===== src/rtl/uart_rx.sv =====
// uart_rx: oversampling UART receiver.
// Frame: start(0), D0..D7 LSB-first, optional parity, stop(1).
// Each bit is sampled at edge_cnt = P/2-1, P/2, P/2+1 and resolved by 2-of-3 majority.
// Optional feature: define UART_RX_SYNC_EN to pass rx_in through a 2-flop
// synchronizer (flops reset to 1), adding 2 cycles of latency.
module uart_rx #(
  parameter int PRESCALE = 8
) (
  input  logic       clk,
  input  logic       rst,
  input  logic       rx_in,
  input  logic       par_en,
  input  logic       par_typ,
  output logic [7:0] data_out,
  output logic       data_valid,
  output logic       par_err,
  output logic       stp_err
);

  localparam int EW = $clog2(PRESCALE);
  localparam logic [EW-1:0] SMP0 = EW'(PRESCALE / 2 - 1);
  localparam logic [EW-1:0] SMP1 = EW'(PRESCALE / 2);
  localparam logic [EW-1:0] SMP2 = EW'(PRESCALE / 2 + 1);
  localparam logic [EW-1:0] LAST = EW'(PRESCALE - 1);

  typedef enum logic [2:0] {IDLE, START, DATA, PARITY, STOP} state_e;

  state_e          state_q, state_d;
  logic [EW-1:0]   edge_cnt_q, edge_cnt_d;
  logic [2:0]      bit_cnt_q, bit_cnt_d;
  logic [2:0]      samp_q, samp_d;
  logic [7:0]      shift_q, shift_d;
  logic            pen_q, pen_d;
  logic            ptyp_q, ptyp_d;
  logic            perr_q, perr_d;
  logic [7:0]      data_out_q, data_out_d;
  logic            data_valid_q, data_valid_d;
  logic            par_err_q, par_err_d;
  logic            stp_err_q, stp_err_d;

  logic            rx_s;
  logic            last_edge;
  logic            third;
  logic            maj;
  logic [EW-1:0]   edge_cnt_inc;

  // State register; reset aborts any frame in progress.
  // NOTE: sequential state uses non-blocking assignments so every flop samples
  // pre-edge values, independent of block evaluation order.
  always_ff @(posedge clk or negedge rst) begin
    if (!rst) state_q <= IDLE;
    else      state_q <= state_d;
  end

`ifdef UART_RX_SYNC_EN
  logic [1:0] sync_q, sync_d;

  // Two-flop synchronizer; resets to the idle (high) line level.
  always_comb sync_d = {sync_q[0], rx_in};

  // Synchronizer flops.
  always_ff @(posedge clk or negedge rst) begin
    if (!rst) sync_q <= 2'b11;
    else      sync_q <= sync_d;
  end

  assign rx_s = sync_q[1];
`else
  assign rx_s = rx_in;
`endif

  // The third sample is taken on the current edge when edge_cnt = P/2+1, so the
  // STOP decision can be registered on that same edge.
  assign last_edge    = (edge_cnt_q == LAST);
  assign third        = (edge_cnt_q == SMP2) ? rx_s : samp_q[2];
  assign maj          = (samp_q[0] & samp_q[1]) | (samp_q[0] & third) | (samp_q[1] & third);
  assign edge_cnt_inc = last_edge ? '0 : edge_cnt_q + EW'(1);

  // Next-state logic: frame sequencing and glitch rejection.
  always_comb begin
    state_d = state_q;
    case (state_q)
      IDLE:    if (!rx_s) state_d = START;
      START:   if (last_edge) state_d = maj ? IDLE : DATA;
      DATA:    if (last_edge && bit_cnt_q == 3'd7) state_d = pen_q ? PARITY : STOP;
      PARITY:  if (last_edge) state_d = STOP;
      STOP:    if (edge_cnt_q == SMP2) state_d = IDLE;
      default: state_d = IDLE;
    endcase
  end

  // Output/datapath logic: counters, sampling, shifting, result registration.
  always_comb begin
    // NOTE: every signal gets a default first so no path leaves it unassigned,
    // which would otherwise infer a latch.
    edge_cnt_d   = edge_cnt_q;
    bit_cnt_d    = bit_cnt_q;
    samp_d       = samp_q;
    shift_d      = shift_q;
    pen_d        = pen_q;
    ptyp_d       = ptyp_q;
    perr_d       = perr_q;
    data_out_d   = data_out_q;
    data_valid_d = 1'b0;
    par_err_d    = 1'b0;
    stp_err_d    = 1'b0;

    if (state_q != IDLE) begin
      edge_cnt_d = edge_cnt_inc;
      if (edge_cnt_q == SMP0) samp_d[0] = rx_s;
      if (edge_cnt_q == SMP1) samp_d[1] = rx_s;
      if (edge_cnt_q == SMP2) samp_d[2] = rx_s;
    end

    case (state_q)
      IDLE: begin
        bit_cnt_d  = 3'd0;
        edge_cnt_d = '0;
        if (!rx_s) begin
          // Detect edge is edge 0 of the start bit; frame options are frozen here.
          edge_cnt_d = EW'(1);
          pen_d      = par_en;
          ptyp_d     = par_typ;
          perr_d     = 1'b0;
        end
      end
      DATA: begin
        if (last_edge) begin
          shift_d   = {maj, shift_q[7:1]};
          bit_cnt_d = bit_cnt_q + 3'd1;
        end
      end
      PARITY: begin
        if (last_edge) perr_d = ((^shift_q) ^ maj) != ptyp_q;
      end
      STOP: begin
        if (edge_cnt_q == SMP2) begin
          edge_cnt_d   = '0;
          stp_err_d    = ~maj;
          par_err_d    = perr_q;
          data_valid_d = maj & ~perr_q;
          if (maj && !perr_q) data_out_d = shift_q;
        end
      end
      default: ;
    endcase
  end

  // Datapath and output registers.
  always_ff @(posedge clk or negedge rst) begin
    if (!rst) begin
      edge_cnt_q   <= '0;
      bit_cnt_q    <= 3'd0;
      samp_q       <= 3'd0;
      shift_q      <= 8'h00;
      pen_q        <= 1'b0;
      ptyp_q       <= 1'b0;
      perr_q       <= 1'b0;
      data_out_q   <= 8'h00;
      data_valid_q <= 1'b0;
      par_err_q    <= 1'b0;
      stp_err_q    <= 1'b0;
    end else begin
      edge_cnt_q   <= edge_cnt_d;
      bit_cnt_q    <= bit_cnt_d;
      samp_q       <= samp_d;
      shift_q      <= shift_d;
      pen_q        <= pen_d;
      ptyp_q       <= ptyp_d;
      perr_q       <= perr_d;
      data_out_q   <= data_out_d;
      data_valid_q <= data_valid_d;
      par_err_q    <= par_err_d;
      stp_err_q    <= stp_err_d;
    end
  end

  assign data_out   = data_out_q;
  assign data_valid = data_valid_q;
  assign par_err    = par_err_q;
  assign stp_err    = stp_err_q;

endmodule


===== config.mk =====
export PLATFORM = sky130hd
export DESIGN_NAME = uart_rx
export DESIGN_NICKNAME = d
export VERILOG_FILES = /design/src/rtl/uart_rx.sv
export SDC_FILE = /design/constraint.sdc
export NUM_CORES = 1
export LEC_CHECK = 0
export BUFFER_PORTS_ARGS = -buffer_cell sky130_fd_sc_hd__buf_2
export CAP_MARGIN = 20
export CORE_MARGIN = 2
export CORE_UTILIZATION = 39
export CTS_CLUSTER_DIAMETER = 200
export CTS_CLUSTER_SIZE = 10
export DETAILED_ROUTE_END_ITERATION = 8
export HOLD_SLACK_MARGIN = 0.1
export PLACE_DENSITY_LB_ADDON = 0.2
export SETUP_SLACK_MARGIN = 0.15
export SLEW_MARGIN = 20
export SYNTH_ARGS = -nofsm -noshare
export SYNTH_HDL_FRONTEND = slang
export SYNTH_SLANG_ARGS = --single-unit

===== constraint.sdc =====
create_clock -name clk -period 2.15 [get_ports clk]
set_input_delay 0.43 -clock clk [delete_from_list [all_inputs] [get_ports clk]]
set_output_delay 0.43 -clock clk [all_outputs]
set_load 0.01 [all_outputs]

Word level (Yosys, flattened, before mapping)
Cells that the tools add are included.

word-level totals
  register bits after elaboration = 34
  bits in latches = 0
  RAM bits = 0
  memory bits (read-only) = 0
  memories = 0

cells by class
  add/sub/neg operators = 2
  multiply operators = 0
  div/mod/pow operators = 0
  magnitude comparators = 0
  eq/ne operators = 16
  shift-type cells = 0
  multiplexer cells = 25
  bitwise logic cells = 10
  reductions and logical operators = 16

operators with widths
  operator               count
  $mux W3                10
  $eq A3 B3 Y1 const B   5
  $pmux W3 S5            1
  $ne A2 B2 Y1 const B   6
  $pmux W3 S2            2
  $mux W1                10
  $reduce_and A2 Y1      5
  $eq A3 B2 Y1 const B   3
  $reduce_xor A8 Y1      1
  $add A3 B1 Y3 const B  2
  $reduce_and A3 Y1      2
  $reduce_and A5 Y1      1
  $and A1 B1 Y1          4
  $reduce_bool A2 Y1     2
  $eq A3 B1 Y1 const B   1
  $logic_not A3 Y1       1
  $not A1 Y1             3
  $reduce_bool A3 Y1     1
  $logic_and A1 B1 Y1    2
  $mux W2                1
  $or A1 B1 Y1           2
  $pmux W1 S2            1
  $logic_not A1 Y1       1
  $ne A1 B1 Y1           1
  $xor A1 B1 Y1          1

Logic depth before layout (Yosys ltp)
Gate-level depths: netlist of run 1.

  word-level depth = 9
  depth in mapped cells = 7
  mapped depth without buffers = 6

Worst setup path before layout of run 1
No wires, ideal clock.

  kind = reg2reg
  start point = reg edge_cnt_q[0]
  end point = reg data_out_q[0] (netlist: data_out[0])
  library setup time = 125 ps
  data arrival time = 1812 ps
  slack = 213 ps
  stages on the path, launching flop included = 7
  clock period less this slack = 1937 ps
  cell sequence = dfrtp_1 > ha_1 > a21bo_2 > a31oi_1 > nor3b_2 > buf_6 > mux2_2

between the ends
  longest elaborated chain between the ends = 7
  elaborated cells on any way between the ends = 8
  those cells by class = eq/ne: 1; mux: 1; bitwise: 4; reduce/logical: 2

RTL lines
  element                               line     source
  from (decl)                           29       logic [EW-1:0] edge_cnt_q, edge_cnt_d;
  from (signal assigned)                164      edge_cnt_q <= edge_cnt_d;
  $eq A3 B3 Y1 *                        75, 137
  $mux W1                               n/a
  $and A1 B1 Y1                         76       assign maj = (samp_q[0] & samp_q[1]) | (samp_q[0] & third) | (samp_q[1] & third);
  $or A1 B1 Y1 (2 in series)            76
  $logic_and A1 B1 Y1                   142      if (maj && !perr_q) data_out_d = shift_q;
  $reduce_and A3 Y1 (no source line) *  n/a
  to (signal assigned)                  171      data_out_q <= data_out_d;
  to (decl)                             36       logic [7:0] data_out_q, data_out_d;

Mark *: on every way between the ends. The rest lies on a longest branch, timed or not.
A chain may end at the register's enable or synchronous reset.

Worst setup path after layout of run 1
  start point = reg edge_cnt_q[1]
  end point = reg data_out_q[3] (netlist: data_out[3])

The elaborated chain is that of the path after synthesis.

==> impl_results.md, run 1 <==
- R2R cell count: 7
- Syn avg cell area: 12.2 um^2
- GP Congestion: just under 0.8
- Leakage: 0.983 nW
- Critical path capture point type: flop
- Achievable Freq: 503 MHz
- Worst IR Drop VDD: between 0.4 and 0.5 mV
- Crit Path Max Fanout: 5
- Antenna cells: 0
- Final critical-path required period: 1.99 ns
- Post-synth EDFFs: 0
- Ports: 16
- All-Layer GR Usage: 0.144
- Die extent in y: between 60 and 70 um
- Clk sinks: 34
- Area grow syn2layout: 21.0%
- Nets: 171
- DR iter-0 viols: 60
- Number of global-route vias before repair: 1026
- IO Port Bufs: 15
- Unrepaired setup endpoints after global routing: yes
- CTS tree: yes
- Synth warnings: 0
- Tcrit/Tclk final: 0.924
- GRT Residual Overflow: 0
- Pwr/cell area: 1030 nW/um^2
- Reg clk slew, reported paths: 0.06 ns
- Clk_lat worst skew: 0.28 ns
- Post-synth top cells: dfrtp_1, mux2_2, inv_1, nand3_1, nor2_1
- Maximum clock path buffer count: 2
- Hold Crit Class: in2async
- Ys flop type: dfrtp_1
- First-pass GRT wire length: 4810 um
- DRT antenna net count: 0
- Synth async-reset ratio: 1.00
- Fillers: 370
- # DRC: 0
- Ranking of synthesized cells by area: dfrtp_1, mux2_2, ha_1
- Mapped Cells: approximately 130
- Setup TNS: 0 ns
- Final setup viols: 0
- Skew final: 0.00656 ns
- Kind of critical path: reg2reg
- Top-count cell post-synth: dfrtp_1
- Reg area: about 850 um^2
- Worst path required time: 2.31 ns
- Crit path DAT: 2.15 ns
- Cells after DPL: 200
- Slew margin rel.: 0.502
- CP startpoint kind: flop
- Share of the synthesized area in the top cell type: 0.522
- DR WL/cell: 13.9 um
- Status: finished clean
- Pins Over Slew Limit: 0
- Multi-input logic area: ~760 um^2
- # rows: 23
- Initial antenna violation count: 0
- Power Total: 2.03 mW
- Core Area: 4000 um^2
- Synth Register Bits: 34
- Post-synthesis cell type count: 33
- Worst slew pin tran: about 0.75 ns
- Die Wd: just under 70 um
- Drt total wl: slightly below 3000 um
- DR pass1 iterations: 4
- Net Count, Synth: between 100 and 150
- Synth area leader: dfrtp_1
- Root buf cell: clkbuf_8
- Die Footprint: 4710 um^2
- Largest net degree at the start of global routing: 35
- Initial Util: 0.407
- Htree depth: 2
- CTS Buf Count: 5
- Fin cells: about 210
- Routed vias: around 1100
- Sequential area share after synthesis: 0.522
- Max-Cap Viols: 0
- Final Hold Fails: 0
- Mapped cell area: 1630 um^2
- Final HPWL DP: 2030 um
- Via/cell ratio: about 5.0
- Share of cells above drive strength 1: 0.377
==> where the power goes <==
part | switching [mW] | total [mW] | internal [mW]
combinational | 0.296 | 0.620 | 0.324
sequential | 0.0791 | 0.817 | 0.738
clock | 0.219 | 0.589 | 0.371
==> worst paths after layout <==
path,slack (ns),from,end
min in group clk,0.38,par_typ,ptyp_q
min,0.21,rst,bit_cnt_q[2]
max in group asynchronous,1.42,rst,edge_cnt_q[0]
min reg2reg,0.50,bit_cnt_q[0],bit_cnt_q[0]
max,0.16,edge_cnt_q[1],data_out[3]
max reg2reg,0.16,edge_cnt_q[1],data_out[3]
==> critical path, cell delays in order, from the launching register on <==
cell,delay (ns)
dfrtp_1,0.39
inv_2,0.09
ha_4,0.17
nand2_4,0.06
or3_4,0.43
nor3b_4,0.27
buf_6,0.17
mux2_4,0.30
==> layer usage <==
layer | up-vias | GRT usage | wire length [um]
li1 | 518 | - | -
met1 | 512 | 0.191 | 1460
met2 | 14 | 0.202 | 1260
met3 | 7 | 0.0568 | 117
met4 | 0 | 0.0750 | 63
met5 | - | 0 | 0
==> through the flow <==
| step | hold WS [ns] | setup WS, ns | instance area [um^2] | util |
|---|---|---|---|---|
| 6_report | 0.210 | 0.162 | 1970 | 0.493 |
| 5_1_grt | 0.260 | 0.105 | 1970 | 0.493 |
| 4_1_cts | 0.235 | 0.162 | 1920 | 0.480 |
| 3_5_place_dp | 0.488 | 0.128 | 1780 | 0.445 |
| 3_3_place_gp | 0.485 | 0.167 | 1780 | 0.445 |
| 2_1_floorplan | 0.134 | 0.213 | 1630 | - |
==> sequential cells by signal, indices dropped and copies added (netlist names) <==
signal      count
data_out        8
shift_q         8
bit_cnt_q       3
edge_cnt_q      3
samp_q          3
state_q         3
data_valid      1
par_err         1
pen_q           1
perr_q          1
ptyp_q          1
stp_err         1
==> cells by family (layout without fill, tap and decap cells) <==
kind of cell               count (synthesis)  after routing  share of synthesized area
AOI/OAI and AO/OA                         19             19                     0.0799
xor gates and xnor gates                   7              7                     0.0545
adders and majority gates                  7              7                     0.0538
buffers and inverters                     15             40                     0.0438
DFF                                       34             34                      0.522
muxes                                     21             21                      0.145
and+or+nand+nor                           31             31                      0.101
==> repair_timing <==
action | in CTS | in global routing
gates cloned | 1 | 0
hold buffers | 0 | 0
pin swaps | 1 | 2
setup endpoints to repair | 8 | 8
gates resized for setup | 4 | 13
setup buffers | 0 | 1
==> cell type report <==
class                      count  share of cell area
clock buffer                   6              0.0419
clock inverter                 1              0.0152
inverter                       9              0.0171
multi-input combinational     85               0.385
sequential                    34               0.432
tap                           50              0.0317
timing repair buffer          24              0.0762
==> placed cells by master (no fill, tap or decap), drive strengths merged, types with 5 or more instances in the layout <==
cell,instances
clkbuf,6
ha,7
nand3,8
inv,9
nand2,6
mux2,21
buf,24
dfrtp,34
nor2,8
o21ai,5
Power figures use the tool's default switching activity.
==> run 2, diff against run 1 <==
--- a/config.mk
+++ b/config.mk
@@ -7,13 +7,15 @@
 export LEC_CHECK = 0
 export BUFFER_PORTS_ARGS = -buffer_cell sky130_fd_sc_hd__buf_2
 export CAP_MARGIN = 20
+export CELL_PAD_IN_SITES_DETAIL_PLACEMENT = 1
+export CELL_PAD_IN_SITES_GLOBAL_PLACEMENT = 1
 export CORE_MARGIN = 2
 export CORE_UTILIZATION = 39
 export CTS_CLUSTER_DIAMETER = 200
 export CTS_CLUSTER_SIZE = 10
 export DETAILED_ROUTE_END_ITERATION = 8
 export HOLD_SLACK_MARGIN = 0.1
-export PLACE_DENSITY_LB_ADDON = 0.2
+export PLACE_DENSITY_LB_ADDON = 0.25
 export SETUP_SLACK_MARGIN = 0.15
 export SLEW_MARGIN = 20
 export SYNTH_ARGS = -nofsm -noshare
==> run 2 against run 1 <==
Via count rose by 4.2%. Global-route usage rose by 2.9 points. Worst hold slack got worse by 0.011 ns. Critical path depth fell by 1. Clock skew barely moved. First-iteration DRC count fell by 63%. Clock-buffer cell count did not move. Final area rose by 2.4%. Routed wire length rose by 20%. Power rose by 9.5%. Register-to-register slack improved by 0.03 ns. Sequential share of layout area fell by 1.1 points. Critical path type unchanged.
==> impl_results.md, run 2 (same netlist as run 1, synthesis figures left out) <==
- Crit path DAT: 2.13 ns (-0.02 ns)
- Leakage: 1.01 nW (+2.5%)
- Initial antenna violation count: 0 (unchanged)
- Via/cell ratio: 5.17 (+2.7%)
- Nets: 173 (+1.2%)
- Slew margin rel.: 0.494 (-0.00779)
- Gr busiest metal: met2
- Most common cell after layout, fill and taps aside: dfrtp_1
- Net switching power: 646 uW (+8.8%)
- GR Layer Usage met3: 0.0503 (-0.00649)
- First-pass GRT wire length: 5690 um (+18%)
- Area grow syn2layout: 23.9%
- # DRC: 0 (unchanged)
- Largest net degree at the start of global routing: 35 (unchanged)
- Status: finished clean
- DR iter-0 viols: 22 (-63%)
- P_int: 1.57 mW (+9.7%)
- Unrepaired setup endpoints after global routing: yes
- Fin cells: 212 (+1.4%)
- CP cell instances: ha_4 > nand2_4 > or3_4 > nor3b_4 > buf_6 > mux2_4
- CTS Buf Count: 5 (unchanged)
- Number of global-route vias before repair: 1128 (+9.9%)
- Final critical-path required period: 1.95 ns (-0.0332 ns)
- Root buf cell: clkbuf_8
- Die Footprint: 4710 um^2 (unchanged)
- Most frequent cells in the layout: dfrtp_1, buf_2, mux2_2
- Final setup viols: 0 (unchanged)
- Setup TNS: 0 ns (unchanged)
- GRT met2 Usage: 0.258 (+0.0565)
- CP startpoint kind: flop
- M1 GR Usage: 0.227 (+0.0354)
- Maximum clock path buffer count: 2 (unchanged)
- Placed Area: 1800 um^2 (+0.84%)
- Power Total: 2.22 mW (+9.5%)
- Routed vias: 1095 (+4.2%)
- Die extent in y: 68.6 um (unchanged)
- Core Area: 4000 um^2 (unchanged)
- Initial Util: 0.407 (unchanged)
- DRT antenna net count: 0 (unchanged)
- Worst slew pin tran: 0.759 ns (+0.0117 ns)
- Pins Over Slew Limit: 0 (unchanged)
- Final HPWL DP: 2320 um (+14%)
- Drt total wl: 3480 um (+20%)
- IO Port Bufs: 15 (unchanged)
- Worst Setup SP: edge_cnt_q[0]
- Sw frac: 0.291 (-0.00181)
- # rows: 23 (unchanged)
- CP max stage cell: dfrtp_1
- Sequential Power Share: 0.369 (-0.034)
- CTS tree: yes
- Reg-to-reg slack, setup: 0.20 ns (+0.03 ns)
- Worst IR Drop VDD: 0.730 mV (+49%)
- Hold Crit Class: in2async
- Clk sinks: 34 (unchanged)
- Skew final: 0.00677 ns (+0.000211 ns)
- Max-Cap Viols: 0 (unchanged)
- Clock group share of total power: 0.333 (+0.042)
- Final Hold Fails: 0 (unchanged)
- GP Congestion: 0.731 (-8.0%)
- Die Wd: 68.6 um (unchanged)
- Tcrit/Tclk final: 0.909 (-0.0155)
- Final hold slack: 0.199 ns (-0.0111 ns)
- All-Layer GR Usage: 0.173 (+0.0286)
- FF-to-FF Start: edge_cnt_q[0]
- DR pass1 iterations: 4 (unchanged)
- Worst R2R End: data_out[6]
- Share of cells above drive strength 1: 0.383 (+0.00536)
- Comb power frac: 0.298 (-0.008)
- Kind of critical path: reg2reg
- Ports: 16 (unchanged)
- Crit Path Max Fanout: 5 (unchanged)
- Clk_lat worst skew: 0.29 ns (about the same)
- Pwr/cell area: 1100 nW/um^2 (+6.9%)
- Worst path required time: 2.33 ns (+0.02 ns)
- Antenna cells: 0 (unchanged)
- GRT Residual Overflow: 0 (unchanged)
- Fin util: 0.505 (+0.0119)
- Reg clk slew, reported paths: 0.07 ns (about the same)
- R2R cell count: 6 (-1)
- Final setup margin: 0.196 ns (+0.0332 ns)
- DR WL/cell: 16.4 um (+18%)
- Cells after DPL: 202 (+1.0%)
- Setup WS pre-CTS: 0.119 ns (-0.00894 ns)
- Htree depth: 2 (unchanged)
- Design area: 2020 um^2 (+2.4%)
- Achievable Freq: 512 MHz (+1.7%)
- Critical path capture point type: flop
- CP max stage delay: 0.44 ns (about the same)
run 2: changes by cell type in the layout (fill, tap and decap cells not counted), sizes merged:
cell,delta
buf,+2
bufinv,+1
run 2: area by class of cell:
type / instances / area (um^2)
Sequential cell: 34 / 851
Fill cell: 424 / 1980
Timing Repair Buffer: 26 / 165
Tap cell: 50 / 62.6
Inverter: 9 / 33.8
Clock buffer: 6 / 82.6
Clock inverter: 2 / 60.1
Multi-Input combinational cell: 85 / 763
run 2: critical path: cells and delay by family, from the launching register on:
kind	cells	cell delay, ns
buffers and inverters	1	0.17
AND/OR/NAND/NOR	3	0.73
adder cells (fa/ha/maj)	1	0.20
flip-flops	1	0.44
multiplexers	1	0.30
run 2: how the worst max path moves through the flow:
stage | slack, ns | to
2_1_floorplan | 0.21 | data_out[0]
3_3_place_gp | 0.16 | data_out[1]
3_5_place_dp | 0.12 | data_out[1]
4_1_cts | 0.17 | data_out[1]
5_1_grt | 0.12 | data_out[6]
6_report | 0.20 | data_out[6]
run 2: routing by layer:
| layer | vias to the layer above | part of all wire | wire (um) |
|---|---|---|---|
| met1 | 543 | 0.46 | 1620 |
| met3 | 7 | 0.029 | 102 |
| met4 | 0 | 0.024 | 84 |
| met2 | 20 | 0.48 | 1680 |
| li1 | 525 | - | - |
| met5 | - | 0 | 0 |
run 2: power groups by stage:
stage	Clock [mW]	Combinational [mW]	Sequential (mW)
after floorplan	0	0.436	0.799
after global placement	0	0.597	0.811
after detailed placement	0	0.624	0.818
after CTS	0.757	0.651	0.815
after global routing	0.791	0.730	0.833
final	0.738	0.662	0.818
run 2: repair_timing:
action / CTS / global route
endpoints found under the setup margin: 8 / 8
cloned: 1 / 0
hold buffers: 0 / 0
pin swaps: 1 / 2
setup buffers: 0 / 1
resized for setup: 6 / 11
==> run 3, diff against run 2 <==
--- a/config.mk
+++ b/config.mk
@@ -9,6 +9,7 @@
 export CAP_MARGIN = 20
 export CELL_PAD_IN_SITES_DETAIL_PLACEMENT = 1
 export CELL_PAD_IN_SITES_GLOBAL_PLACEMENT = 1
+export CORE_ASPECT_RATIO = 1.1
 export CORE_MARGIN = 2
 export CORE_UTILIZATION = 39
 export CTS_CLUSTER_DIAMETER = 200
==> run 3 against run 2 <==
Combinational power fell by 2%. Highest routed layer unchanged. Critical endpoint unchanged. Sequential power barely moved. Worst setup slack got worse by 0.0030 ns. Die area barely moved.
==> impl_results.md, run 3 (same netlist as run 1, synthesis figures left out) <==
- GRT Residual Overflow: 0 (unchanged)
- Kind of critical path: reg2reg
- CP cell instances: inv_2 > ha_4 > nand2_2 > or3_4 > nor3b_4 > buf_6 > mux2_2
- Clk_lat worst skew: 0.28 ns (about the same)
- CTS tree: yes
- Htree depth: 2 (unchanged)
- Die extent in y: 71.8 um (+4.6%)
- Critical path capture point type: flop
- CP startpoint kind: flop
- Worst slew pin tran: 0.741 ns (-0.0178 ns)
- Number of global-route vias before repair: 1157 (+2.6%)
- CP max stage delay: 0.40 ns (-0.04 ns)
- GP Congestion: 0.769 (+5.2%)
- Skew final: 0.00360 ns (-0.00317 ns)
- Worst path required time: 2.32 ns (about the same)
- # rows: 24 (+4.3%)
- DR pass1 iterations: 3 (-1)
- Reg-to-reg slack, setup: 0.19 ns (about the same)
- Hold Crit Class: in2async
- Routed vias: 1090 (-0.46%)
- Ports: 16 (unchanged)
- Initial antenna violation count: 0 (unchanged)
- Final setup viols: 0 (unchanged)
- Area grow syn2layout: 18.5%
- Die Wd: 65.6 um (-4.4%)
- Final Hold Fails: 0 (unchanged)
- Worst Path Buf+Inv: 2 (+1)
- Pins Over Slew Limit: 0 (unchanged)
- Most common cell after layout, fill and taps aside: dfrtp_1
- Max-Cap Viols: 0 (unchanged)
- Leakage: 0.968 nW (-4.0%)
- CTS Buf Count: 5 (unchanged)
- Via/cell ratio: 5.09 (-1.4%)
- Core Area: 3990 um^2 (-0.16%)
- Most frequent cells in the layout: dfrtp_1, mux2_2, buf_2
- Antenna cells: 0 (unchanged)
- Nets: 174 (+0.58%)
- All-Layer GR Usage: 0.155 (-0.0179)
- IO Port Bufs: 15 (unchanged)
- Reg clk slew, reported paths: 0.07 ns (about the same)
- R2R cell count: 7 (+1)
- Initial Util: 0.408 (+0.000638)
- Largest net degree at the start of global routing: 35 (unchanged)
- Clk sinks: 34 (unchanged)
- Status: finished clean
- Setup TNS: 0 ns (unchanged)
- Slew margin rel.: 0.506 (+0.0119)
- Die Footprint: 4710 um^2 (about the same)
- Root buf cell: clkbuf_8
- Crit Path Max Fanout: 5 (unchanged)
- Pwr/cell area: 990 nW/um^2 (-9.9%)
- Critical path's top delay family: simple AND/OR/NAND/NOR gates
- Final HPWL DP: 2300 um (-0.86%)
- # DRC: 0 (unchanged)
- DR WL/cell: 15.5 um (-5.4%)
- Unrepaired setup endpoints after global routing: no
- Post-CTS Hold Buffers: 0 (unchanged)
- Achievable Freq: 511 MHz (-0.16%)
- Share of cells above drive strength 1: 0.389 (+0.00617)
- DRT antenna net count: 0 (unchanged)
- Worst IR Drop VDD: 0.481 mV (-34%)
- Setup WS pre-CTS: 0.127 ns (+0.00713 ns)
- FF-to-FF Start: edge_cnt_q[1]
- Tcrit/Tclk final: 0.910 (+0.00141)
- Fillers: 446 (+5.2%)
- Reg area: 852 um^2 (+0.15%)
- Worst R2R End: data_out[6]
- Maximum clock path buffer count: 2 (unchanged)
- CP max stage cell: or3_4
- First-pass GRT wire length: 5530 um (-2.7%)
- Final critical-path required period: 1.96 ns (+0.00304 ns)
- Final hold slack: 0.211 ns (+0.0118 ns)
- Crit path DAT: 2.13 ns (about the same)
- Drt total wl: 3330 um (-4.5%)
- DR iter-0 viols: 21 (-4.5%)
- Multi-input logic area: 728 um^2 (-4.6%)
- Final setup margin: 0.193 ns (-0.00304 ns)
==> run 3: cell types whose count changed in the layout (fill, tap and decap cells not counted) <==
cell	change
nand2_4	-1
clkinv_2	+2
clkbuf_8	-1
mux2_4	-8
nand2_2	+1
buf_4	+1
mux2_2	+8
bufinv_16	-2
dfrtp_1	-1
dfrtp_2	+1
==> run 3: repair_timing <==
action	in CTS	in global routing
pin swaps	0	2
gates resized for setup	2	7
endpoints found under the setup margin	8	8
setup buffers	0	3
gates cloned	0	1
==> run 3: how the worst max path moves through the flow <==
stage | slack (ns) | end | cells after the start | from
floorplan | 0.21 | data_out[0] | 6 | edge_cnt_q[0]
global placement | 0.18 | data_out[0] | 7 | edge_cnt_q[1]
detailed placement | 0.13 | data_out[6] | 7 | edge_cnt_q[1]
CTS | 0.15 | data_out[6] | 7 | edge_cnt_q[1]
global route | 0.12 | data_out[6] | 7 | edge_cnt_q[1]
finish | 0.19 | data_out[6] | 7 | edge_cnt_q[1]
==> run 3: final cells by class <==
type | count | area share
clock buffers | 5 | 0.0356
well taps | 52 | 0.0337
repair buffers | 27 | 0.0894
flip-flops and latches | 34 | 0.441
inverters | 9 | 0.0175
clock inverters | 2 | 0.00518
multi-input cells | 85 | 0.377
==> run 3: power by group <==
part           switching, mW  internal, mW
combinational          0.307         0.343
clock                  0.224         0.217
sequential            0.0832         0.738
total                  0.614          1.30
==> run 3: per-stage QoR <==
step / cell area [um^2] / utilization / power, mW / std cells
floorplan: 1630 / - / 1.23 / 134
global placement: 1790 / 0.449 / 1.40 / 203
detailed placement: 1790 / 0.449 / 1.43 / 203
CTS: 1880 / 0.470 / 1.88 / 210
global route: 1930 / 0.483 / 2.06 / 214
finish: 1930 / 0.483 / 1.91 / 214
==> run 3: layer usage <==
layer	GRT usage	up-vias	routed length, um	part of all wire
met3	0.0440	8	93	0.028
met1	0.200	546	1490	0.45
li1	-	520	-	-
met4	0.0625	0	72	0.022
met2	0.246	16	1670	0.50
met5	0	-	0	0
==> run 3: worst register-to-register path, stage by stage (launching register included) <==
cell and delay [ns]:
dfrtp_1 0.39, inv_2 0.08, ha_4 0.16, nand2_2 0.07, or3_4 0.40, nor3b_4 0.24
buf_6 0.16, mux2_2 0.34
